**config.mk**
```make
export PLATFORM = sky130hd
export DESIGN_NAME = mux_rr_arb
export DESIGN_NICKNAME = d
export VERILOG_FILES = /design/src/rtl/mux_pkg.sv /design/src/rtl/rr_arbiter.sv /design/src/rtl/mux_rr_arb.sv
export SDC_FILE = /design/constraint.sdc
export NUM_CORES = 1
export LEC_CHECK = 0
export BUFFER_PORTS_ARGS = -buffer_cell sky130_fd_sc_hd__buf_2
export CELL_PAD_IN_SITES_DETAIL_PLACEMENT = 1
export CELL_PAD_IN_SITES_GLOBAL_PLACEMENT = 2
export CORE_ASPECT_RATIO = 0.8
export CORE_UTILIZATION = 25
export CTS_CLUSTER_DIAMETER = 150
export DETAILED_ROUTE_END_ITERATION = 16
export PLACE_DENSITY = 0.89
export SYNTH_ARGS = -nofsm -noshare
export SYNTH_HDL_FRONTEND = slang
export SYNTH_SLANG_ARGS = --single-unit
```
**constraint.sdc**
```tcl
create_clock -name clk -period 3.1 [get_ports clk]
set_clock_uncertainty 0.05 [all_clocks]
set_input_delay 0.62 -clock clk [delete_from_list [all_inputs] [get_ports clk]]
set_output_delay 0.62 -clock clk [all_outputs]
set_load 0.01 [all_outputs]
```
**src/rtl/mux_pkg.sv**
```systemverilog
// Shared constants and the rotating-priority search used by the round-robin mux.
package mux_pkg;

    localparam logic MODE_RR    = 1'b0;
    localparam logic MODE_FIXED = 1'b1;

    localparam int unsigned DEFAULT_N = 4;
    localparam int unsigned DEFAULT_W = 8;

    // Upper bound on channel count supported by rr_search.
    localparam int unsigned MAX_N = 64;

    // First set bit of req[n-1:0] scanning ptr, ptr+1, ... with wrap; -1 if none.
    function automatic int rr_search(input logic [MAX_N-1:0] req, input int n, input int ptr);
        int  result;
        int  idx;
        logic found;
        result = -1;
        found  = 1'b0;
        for (int k = 0; k < int'(MAX_N); k++) begin
            if (k < n && !found) begin
                idx = (ptr + k) % n;
                if (req[idx]) begin
                    result = idx;
                    found  = 1'b1;
                end
            end
        end
        return result;
    endfunction

endpackage

```
**src/rtl/rr_arbiter.sv**
```systemverilog
// Combinational grant logic: rotating priority from ptr, or a fixed channel select.
module rr_arbiter
    import mux_pkg::*;
#(
    parameter int unsigned N  = DEFAULT_N,
    parameter int unsigned SW = (N > 1) ? $clog2(N) : 1
) (
    input  logic [N-1:0]  req,
    input  logic [SW-1:0] ptr,
    input  logic          mode,
    input  logic [SW-1:0] sel,
    output logic          grant_valid,
    output logic [SW-1:0] grant
);

    logic [MAX_N-1:0] req_ext;
    int               rr_idx;

    always_comb begin
        req_ext        = '0;
        req_ext[N-1:0] = req;
        rr_idx         = rr_search(req_ext, int'(N), int'(ptr));
    end

    always_comb begin
        grant_valid = 1'b0;
        grant       = '0;
        if (mode == MODE_RR) begin
            if (rr_idx >= 0) begin
                grant_valid = 1'b1;
                grant       = SW'(rr_idx);
            end
        end else begin
            // An out-of-range sel matches no channel and so yields no grant.
            for (int i = 0; i < int'(N); i++) begin
                if (sel == SW'(i) && req[i]) begin
                    grant_valid = 1'b1;
                    grant       = SW'(i);
                end
            end
        end
    end

endmodule

```
**src/rtl/mux_rr_arb.sv**
```systemverilog
// N-channel valid/ready mux with one registered output beat and source-channel tagging.
module mux_rr_arb
    import mux_pkg::*;
#(
    parameter int unsigned N  = DEFAULT_N,
    parameter int unsigned W  = DEFAULT_W,
    parameter int unsigned SW = (N > 1) ? $clog2(N) : 1
) (
    input  logic           clk,
    input  logic           rst,
    input  logic [N-1:0]   in_valid,
    input  logic [N*W-1:0] in_data,
    output logic [N-1:0]   in_ready,
    input  logic           mode,
    input  logic [SW-1:0]  sel,
    output logic           out_valid,
    output logic [W-1:0]   out_data,
    output logic [SW-1:0]  out_ch,
    input  logic           out_ready
);

    logic          out_valid_q;
    logic [W-1:0]  out_data_q;
    logic [SW-1:0] out_ch_q;
    logic [SW-1:0] ptr_q;
    logic [SW-1:0] ptr_d;

    logic          load;
    logic          grant_valid;
    logic [SW-1:0] grant;
    logic          xfer;
    logic [W-1:0]  grant_data;

    rr_arbiter #(
        .N  (N),
        .SW (SW)
    ) u_arb (
        .req         (in_valid),
        .ptr         (ptr_q),
        .mode        (mode),
        .sel         (sel),
        .grant_valid (grant_valid),
        .grant       (grant)
    );

    assign load = !out_valid_q || out_ready;

    always_comb begin
        in_ready   = '0;
        grant_data = '0;
        for (int i = 0; i < int'(N); i++) begin
            // Gated by rst so no handshake can complete while reset is held.
            in_ready[i] = !rst && load && grant_valid && (grant == SW'(i));
            if (grant == SW'(i)) begin
                grant_data = in_data[i*W +: W];
            end
        end
        xfer = |(in_valid & in_ready);
    end

    always_comb begin
        ptr_d = ptr_q;
        if (xfer && mode == MODE_RR) begin
            ptr_d = (grant == SW'(N - 1)) ? '0 : grant + SW'(1);
        end
    end

    always_ff @(posedge clk or posedge rst) begin
        if (rst) begin
            out_valid_q <= 1'b0;
            out_data_q  <= '0;
            out_ch_q    <= '0;
            ptr_q       <= '0;
        end else begin
            ptr_q <= ptr_d;
            if (xfer) begin
                out_valid_q <= 1'b1;
                out_data_q  <= grant_data;
                out_ch_q    <= grant;
            end else if (load) begin
                out_valid_q <= 1'b0;
            end
        end
    end

    assign out_valid = out_valid_q;
    assign out_data  = out_data_q;
    assign out_ch    = out_ch_q;

endmodule

```
==> impl.org, run 1 <==
** Synthesis
- Of the total synthesized cell area, the portion taken by XOR and XNOR cells is 0.
- Number of library cell types mapped by synthesis :: 39
- Of the total synthesized cell area, the portion taken by full adders, half adders and majority gates is 0.0451.
- The compound-cell area share of the yosys netlist was 0.265.
- Number of synthesis warnings :: 0
- Counting every instance in the synthesized netlist gives 124.
- Of the total synthesized cell area, the portion taken by AND, OR, NAND and NOR gates is 0.152.
- The share of synthesized area in the top cell type comes to 0.293.
- Proportion of synthesized area in mux cells :: 0.151
- Synthesized net count :: 170
- Counting flops with a built-in enable in the synthesized netlist gives 0.
- Average cell area after synthesis :: 8.95 um2
- Total of flip-flops plus latches after synthesis :: 13
- Cell type with the largest total area after synthesis :: sky130_fd_sc_hd__dfrtp_1
- Post-synthesis sequential area ratio :: 0.293
- Post-synth top flop :: sky130_fd_sc_hd__dfrtp_1
- By area the synthesized netlist is led by sky130_fd_sc_hd__dfrtp_1 29%, sky130_fd_sc_hd__mux2_4 9.5%, sky130_fd_sc_hd__a221oi_1 5.5%.
- Of all flip-flops after synthesis, the portion carrying an async set or reset was 1.00.
- After synthesis, the largest family of logic cells by area is compound AO/OA/AOI/OAI gates.
- Post-synth design cell area :: 0.00111 mm2

** Global routing
- Remaining Overflow, GRT :: 0
- Number of antenna violations at the first check in global routing :: 0
- Entering global routing, the biggest net connects 16 pins.
- Across every metal layer, demand over resource in global routing totals 0.158.
- The via count of the first global-routing pass came to 1,063.
- First-pass GRT wire length :: 5.60 mm

** Setup path
- Worst reg2reg setup slack :: 0.32 ns
- Buf/Inv on CP :: 4
- Walking the worst path, the cells encountered are buf_2, and3b_1, a311oi_2, o221ai_2, and2_1, ha_1, buf_4, inv_1, nor2_1, buf_2.
- Of all nets on the critical path, the largest fanout is 10.
- By startpoint and endpoint, the worst setup path is classified as in2out.
- Critical path's slowest cell :: sky130_fd_sc_hd__a311oi_2
- The most numerous cell type found on the critical path is sky130_fd_sc_hd__buf_2.
- CP Launch Type :: input pin
- Endpoint type of the worst setup path :: output port
- The kind of cell with the highest combined delay along the critical path is buffers and inverters.
- For the worst setup path, the data arrival time is 2.29 ns.
- Delay of the slowest cell on the worst path :: 0.25 ns
- CP required :: 2.43 ns

** Placement
- Summing all placed instances gives a cell area of 0.00148 mm2.
- Summed over all nets, the half-perimeter wirelength after detailed placement is 2.94 mm.
- Buffers placed on the I/O ports in this run total 56.
- Routability-driven placement finished with a final weighted congestion of 0.767.

** Routing
- Detailed routing inserted a total of 1,132 vias.
- ANT nets after route :: 0
- Number of violations reported at the end of detailed-routing iteration 0 :: 22
- The first detailed-routing pass took 4 iterations.
- The final layout contains routed wiring with a total length of 3.64 mm.
- Routed len/inst :: 14.9 um
- For this run, design rule violations remaining after detail routing come to 0.
- Using the TritonRoute via totals, the vias-per-cell ratio works out to 4.64.

** Timing
- Final critical-path required period :: 2.96 ns
- Dividing the final minimum period by the clock period gives 0.955.
- Summed over all failing endpoints, the final setup total negative slack is 0 ns.
- Final count of pins violating max slew :: 0
- Headroom to the max-slew limit came out at 0.540.
- Final hold violations :: 0
- Setup violations remaining at the end of the flow were counted as 0.
- At the pin with the least slew margin, the transition time is 0.689 ns.
- For this run, the top clock speed supported by timing is 338 MHz.

** Finish
- Share of final-layout standard cells stronger than drive strength 1 :: 0.471
- Final Net Count :: 234
- Area of the multi-input gates :: 696 um2
- The finished cells cover 0.00155 mm2.
- The area growth from synthesis to layout is 39.7%.
- The number of antenna diodes in the final layout is 0.
- Area taken by flip-flops and latches :: 327 um2
- Number of inserted filler cells in the final layout :: 520

** Floorplan
- Standard-cell row count :: 21
- The die is 76.5 um wide.
- Full die area :: 0.00471 mm2
- Top Ports :: 57
- Effective utilization at floorplan :: 0.262
- The floorplan step set the die height to 61.6 um.
- The floorplan step defined a core boundary enclosing 0.00423 mm2.

** Run status
- Result of the run :: finished clean

** Clock tree
- Clock Latency Late Sink :: 0.25 ns
- Buffers inserted during clock tree synthesis total 3.
- For this design, the CTS-stage hold fixing added 0 buffers.
- Post-CTS clock slew at the launch and capture registers of the worst setup and hold paths :: 0.06 ns
- The tree is rooted in a sky130_fd_sc_hd__clkbuf_8.
- Num Clock Sinks :: 13
- TritonCTS clock tree :: done
- CTS built an H-tree with a depth of 1.
- Number of buffers on the longest clock path :: 2

** Pwr
- Dividing total power by cell area gives a power density of 666 mW/mm2.
- The analysis attributes to cell leakage a power of 0.791 nW.
- The worst-case IR drop observed on VDD is 0.184 mV.

** Run
- Across the run, the number of max-cap violations was 0.

** Hold path
- Kind of path behind the tightest hold check :: in2async
metrics by stage:
stage | setup slack, ns | instances | power [W] | hold WS (ns) | utilization
final | 0.139 | 244 | 0.00103 | 0.398 | 0.366
after global routing | -0.0266 | 244 | 0.00112 | 0.438 | 0.366
after CTS | 0.0270 | 243 | 0.00103 | 0.417 | 0.362
after detailed placement | -0.179 | 239 | 0.000864 | 0.459 | 0.350
after global placement | -0.0351 | 239 | 0.000849 | 0.453 | 0.350
after floorplan | 0.205 | 124 | 0.000658 | 0.447 | -
state kept, by name (all words and copies together) (netlist names):
register / flops
out_data: 8
out_ch: 2
ptr_q: 2
out_valid: 1
per-layer routing:
layer / track usage / wire length [um]
met3: 0.0207 / 78
met4: 0.0659 / 55
met1: 0.223 / 1790
met5: 0 / 0
met2: 0.246 / 1720
cell families after synthesis:
logic type | count (synthesis)
DFF | 13
adders and majority gates | 4
muxes | 13
AOI/OAI and AO/OA | 37
and+or+nand+nor | 36
buffers and inverters | 21
cell usage in the layout (no fill, tap or decap), drive strengths merged, types with 2 or more instances in the layout:
cell type and instances:
a211oi 2, a221oi 7, ha 4, nand2 11
buf 67, nor2b 2, dfrtp 13, mux2 9
o31ai 7, nor3b 2, a21oi 4, mux2i 4
clkbuf 4, o21ai 7, nor2 14, nand2b 2
a22oi 2, inv 12
path summary, 6_finish.rpt:
path | start | endpoint | cells past startpoint
min in group clk | out_data[7] | out_data[7] | 1
max reg2reg | ptr_q[1] | out_data[2] | 9
min reg2reg | out_data[7] | out_data[7] | 1
max | in_valid[2] | in_ready[1] | 10
max in group asynchronous | rst | ptr_q[1] | 2
min | rst | out_data[4] | 2
what timing repair did:
| action | CTS | global route |
|---|---|---|
| setup endpoints to repair | 2 | 3 |
| pin swaps | 0 | 1 |
| cloned | 0 | 0 |
| resized for setup | 1 | 4 |
| setup buffers | 0 | 1 |
layout make-up:
type                    instances  share of cell area
clock buffers                   4              0.0291
inverters                      13              0.0315
multi-input cells              90               0.449
flip-flops and latches         13               0.211
well taps                      57              0.0460
repair buffers                 67               0.234
cell usage after synthesis (2+ instances only):
library cell and count:
sky130_fd_sc_hd__nand2_1 11, sky130_fd_sc_hd__nor3b_1 2, sky130_fd_sc_hd__clkbuf_1 2, sky130_fd_sc_hd__nor2b_1 2, sky130_fd_sc_hd__mux2_4 7, sky130_fd_sc_hd__buf_6 2, sky130_fd_sc_hd__buf_4 2, sky130_fd_sc_hd__dfrtp_1 13
sky130_fd_sc_hd__nor2_1 14, sky130_fd_sc_hd__a22oi_2 2, sky130_fd_sc_hd__ha_1 4, sky130_fd_sc_hd__inv_1 12, sky130_fd_sc_hd__mux2i_1 4, sky130_fd_sc_hd__o31ai_1 7, sky130_fd_sc_hd__nand2b_1 2, sky130_fd_sc_hd__a21oi_1 4
sky130_fd_sc_hd__mux2_2 2, sky130_fd_sc_hd__a221oi_1 7, sky130_fd_sc_hd__o21ai_0 5
report_power, final:
| group | switching [W] | internal [W] | leakage [nW] |
|---|---|---|---|
| sequential | 0.0000700 | 0.000250 | 0.159 |
| clock | 0.0000653 | 0.0000910 | 0.0228 |
| combinational | 0.000274 | 0.000283 | 0.609 |
No activity file was read; power rests on OpenSTA's default activity.
==> run 2, diff against run 1 <==
CTS_BUF_LIST = sky130_fd_sc_hd__clkbuf_16   (was default)
==> impl.org, run 2 (synthesis results as in run 1) <==
** Run status
- Result of the run :: finished clean

** Global routing
- Number of global-route vias before repair :: 1,078 (+1.4%)
- Maximum number of pins on one net before global-route repair :: 16 (unchanged)
- The global router's overall resource usage came to 0.153 (-0.00451).
- Remaining Overflow, GRT :: 0 (unchanged)
- The wire length of the first global-routing pass is 5.61 mm (+0.25%).
- Number of antenna violations at the first check in global routing :: 0 (unchanged)

** Setup path
- Worst EP arrival :: 2.31 ns (+0.02 ns)
- Reg-to-reg endpoint :: out_data[2]
- The required time of the critical path is 2.43 ns (about the same).
- Cells on worst reg2reg path :: 9 (unchanged)
- The critical path is of the in2out type.
- The worst setup path is launched from an input pin.
- Startpoint of the worst-slack reg-to-reg timing path :: ptr_q[1]
- The worst setup path is captured at an output port.
- Largest driver fanout on the critical path :: 10 (unchanged)
- Worst reg2reg setup slack :: 0.28 ns (-0.04 ns)

** Routing
- Number of violations reported at the end of detailed-routing iteration 0 :: 38 (+73%)
- The total number of vias came to 1,145 (+1.1%).
- Routed Wire Length :: 3.63 mm (-0.27%)
- The count of antenna-violating nets left after detailed routing was 0 (unchanged).
- The residual DRC count was 0 (unchanged).
- The iteration count of the initial detailed-routing pass came to 4 (unchanged).
- Detailed-route vias per instance :: 4.69 (+1.1%)
- Routed len/inst :: 14.9 um (-0.27%)

** Pwr
- Leakage :: 0.810 nW (+2.5%)
- The areal power density over the cells was 709 mW/mm2 (+6.3%).
- Design Power :: 0.00112 W (+8.7%)
- Worst supply voltage drop on vdd :: 0.296 mV (+60%)

** Floorplan
- Standard-cell row count :: 21 (unchanged)
- Effective utilization at floorplan :: 0.262 (unchanged)
- Die Y-Extent :: 61.6 um (unchanged)
- Top Ports :: 57 (unchanged)
- X dimension of the die :: 76.5 um (unchanged)
- Core Footprint :: 0.00423 mm2 (unchanged)
- Full die area :: 0.00471 mm2 (unchanged)

** Finish
- The share of the core filled with cells came to 0.374 (+0.00798).
- The library cells used most frequently in the layout, excluding fill and tap cells, are 56 x sky130_fd_sc_hd__buf_2, 14 x sky130_fd_sc_hd__nor2_1, 13 x sky130_fd_sc_hd__inv_1.
- The antenna cell count is 0 (unchanged).
- Final Net Count :: 234 (unchanged)
- Most common cell after layout, fill and taps aside :: sky130_fd_sc_hd__buf_2
- Post-route insts no fill :: 244 (unchanged)
- Layout Area Growth over Synthesis :: 42.7%
- Share of final-layout standard cells stronger than drive strength 1 :: 0.471 (unchanged)
- The number of flip-flops in the largest register was 8 (unchanged).

** Timing
- Final critical-path required period :: 2.98 ns (+0.0218 ns)
- The worst-case setup margin in the final layout is 0.118 ns (-0.0218 ns).
- The number of max-slew violations in the final report came to 0 (unchanged).
- The fraction of the cycle the final worst path needs was 0.962 (+0.00704).
- The minimum hold slack is 0.409 ns (+0.0115 ns).
- The worst relative slew slack was 0.545 (+0.00484).
- The highest clock frequency the design can meet is 335 MHz (-0.73%).
- The number of hold-slack violations in the final timing report is 0 (unchanged).
- Transition time of the tightest slew-check pin :: 0.682 ns (-0.00726 ns)
- The final setup violation count was 0 (unchanged).

** Clock tree
- Number of buffers created by CTS :: 3 (unchanged)
- The tree is rooted in a sky130_fd_sc_hd__clkbuf_16.
- Post-CTS clock slew at the launch and capture registers of the worst setup and hold paths :: 0.05 ns (about the same)
- Number of H-tree branching levels :: 1 (unchanged)
- The number of buffers on the longest clock path is 2 (unchanged).
- Num Clock Sinks :: 13 (unchanged)
- Clock Latency Late Sink :: 0.24 ns (about the same)
- TritonCTS clock tree :: done

** Placement
- Routability congestion estimate :: 0.767 (unchanged)
- HPWL after detailed placement :: 2.94 mm (unchanged)
- The cell total after placement was 239 (unchanged).
- The number of input and output port buffers inserted was 56 (unchanged).
- The worst slack at placement came to -0.179 ns (unchanged).

** Hold path
- The min-delay analysis places its worst path in the category in2async.

** Run
- Number of violations of the max-capacitance limit :: 0 (unchanged)
==> run 2: cell types whose count changed in the layout (fill, tap and decap cells not counted), sizes merged <==
cell,change
clkbuf,-1
inv,+1
==> run 2: power by group <==
part / internal [W] / total (W) / switching, W
combinational: 0.000283 / 0.000558 / 0.000275
sequential: 0.000250 / 0.000323 / 0.0000723
clock: 0.000170 / 0.000242 / 0.0000716
==> run 2: area by class of cell <==
cell class	count	area, um2
clock buffers	3	75.1
clock inverters	1	3.75
fillers	520	2650
inverters	13	48.8
multi-input cells	90	696
flip-flops and latches	13	327
well taps	57	71.3
repair buffers	67	363
==> run 2: worst max-delay path by stage <==
stage / from / to / slack, ns / cells past startpoint
finish: in_valid[2] / in_ready[1] / 0.12 / 10
global route: in_valid[2] / in_ready[2] / -0.001 / 10
CTS: in_valid[2] / in_ready[2] / 0.02 / 10
detailed placement: in_valid[2] / out_data[2] / -0.18 / 10
global placement: in_valid[2] / out_data[5] / -0.04 / 10
floorplan: in_valid[3] / out_data[1] / 0.20 / 12
==> run 2: metal layers <==
metal  vias to the layer above  routed length [um]  global-route usage
met4                         0                  17              0.0165
met3                         2                  75              0.0207
met1                       551                1790               0.220
met2                        18                1750               0.256
met5                         -                   0                   0
li1                        574                   -                   -
==> run 2: timing repair <==
action,in CTS,in global routing
pin swaps,0,1
gates resized for setup,1,4
setup buffers,0,1
endpoints found under the setup margin,2,5
hold buffers,0,0
==> run 2: critical path, cell delays in order <==
cell                       delay [ns]
sky130_fd_sc_hd__buf_2           0.18
sky130_fd_sc_hd__and3b_1         0.21
sky130_fd_sc_hd__a311oi_2        0.27
sky130_fd_sc_hd__o221ai_2        0.16
sky130_fd_sc_hd__and2_1          0.21
sky130_fd_sc_hd__ha_1            0.24
sky130_fd_sc_hd__buf_4           0.18
sky130_fd_sc_hd__inv_1           0.05
sky130_fd_sc_hd__nor2_1          0.03
sky130_fd_sc_hd__buf_2           0.15
==> run 2: metrics by stage <==
stage	TNS [ns]	cell area, um2
6_report	0	1580
5_1_grt	-0.000994	1580
4_1_cts	0	1570
3_5_place_dp	-1.19	1480
3_3_place_gp	-0.0576	1480
2_1_floorplan	0	1110
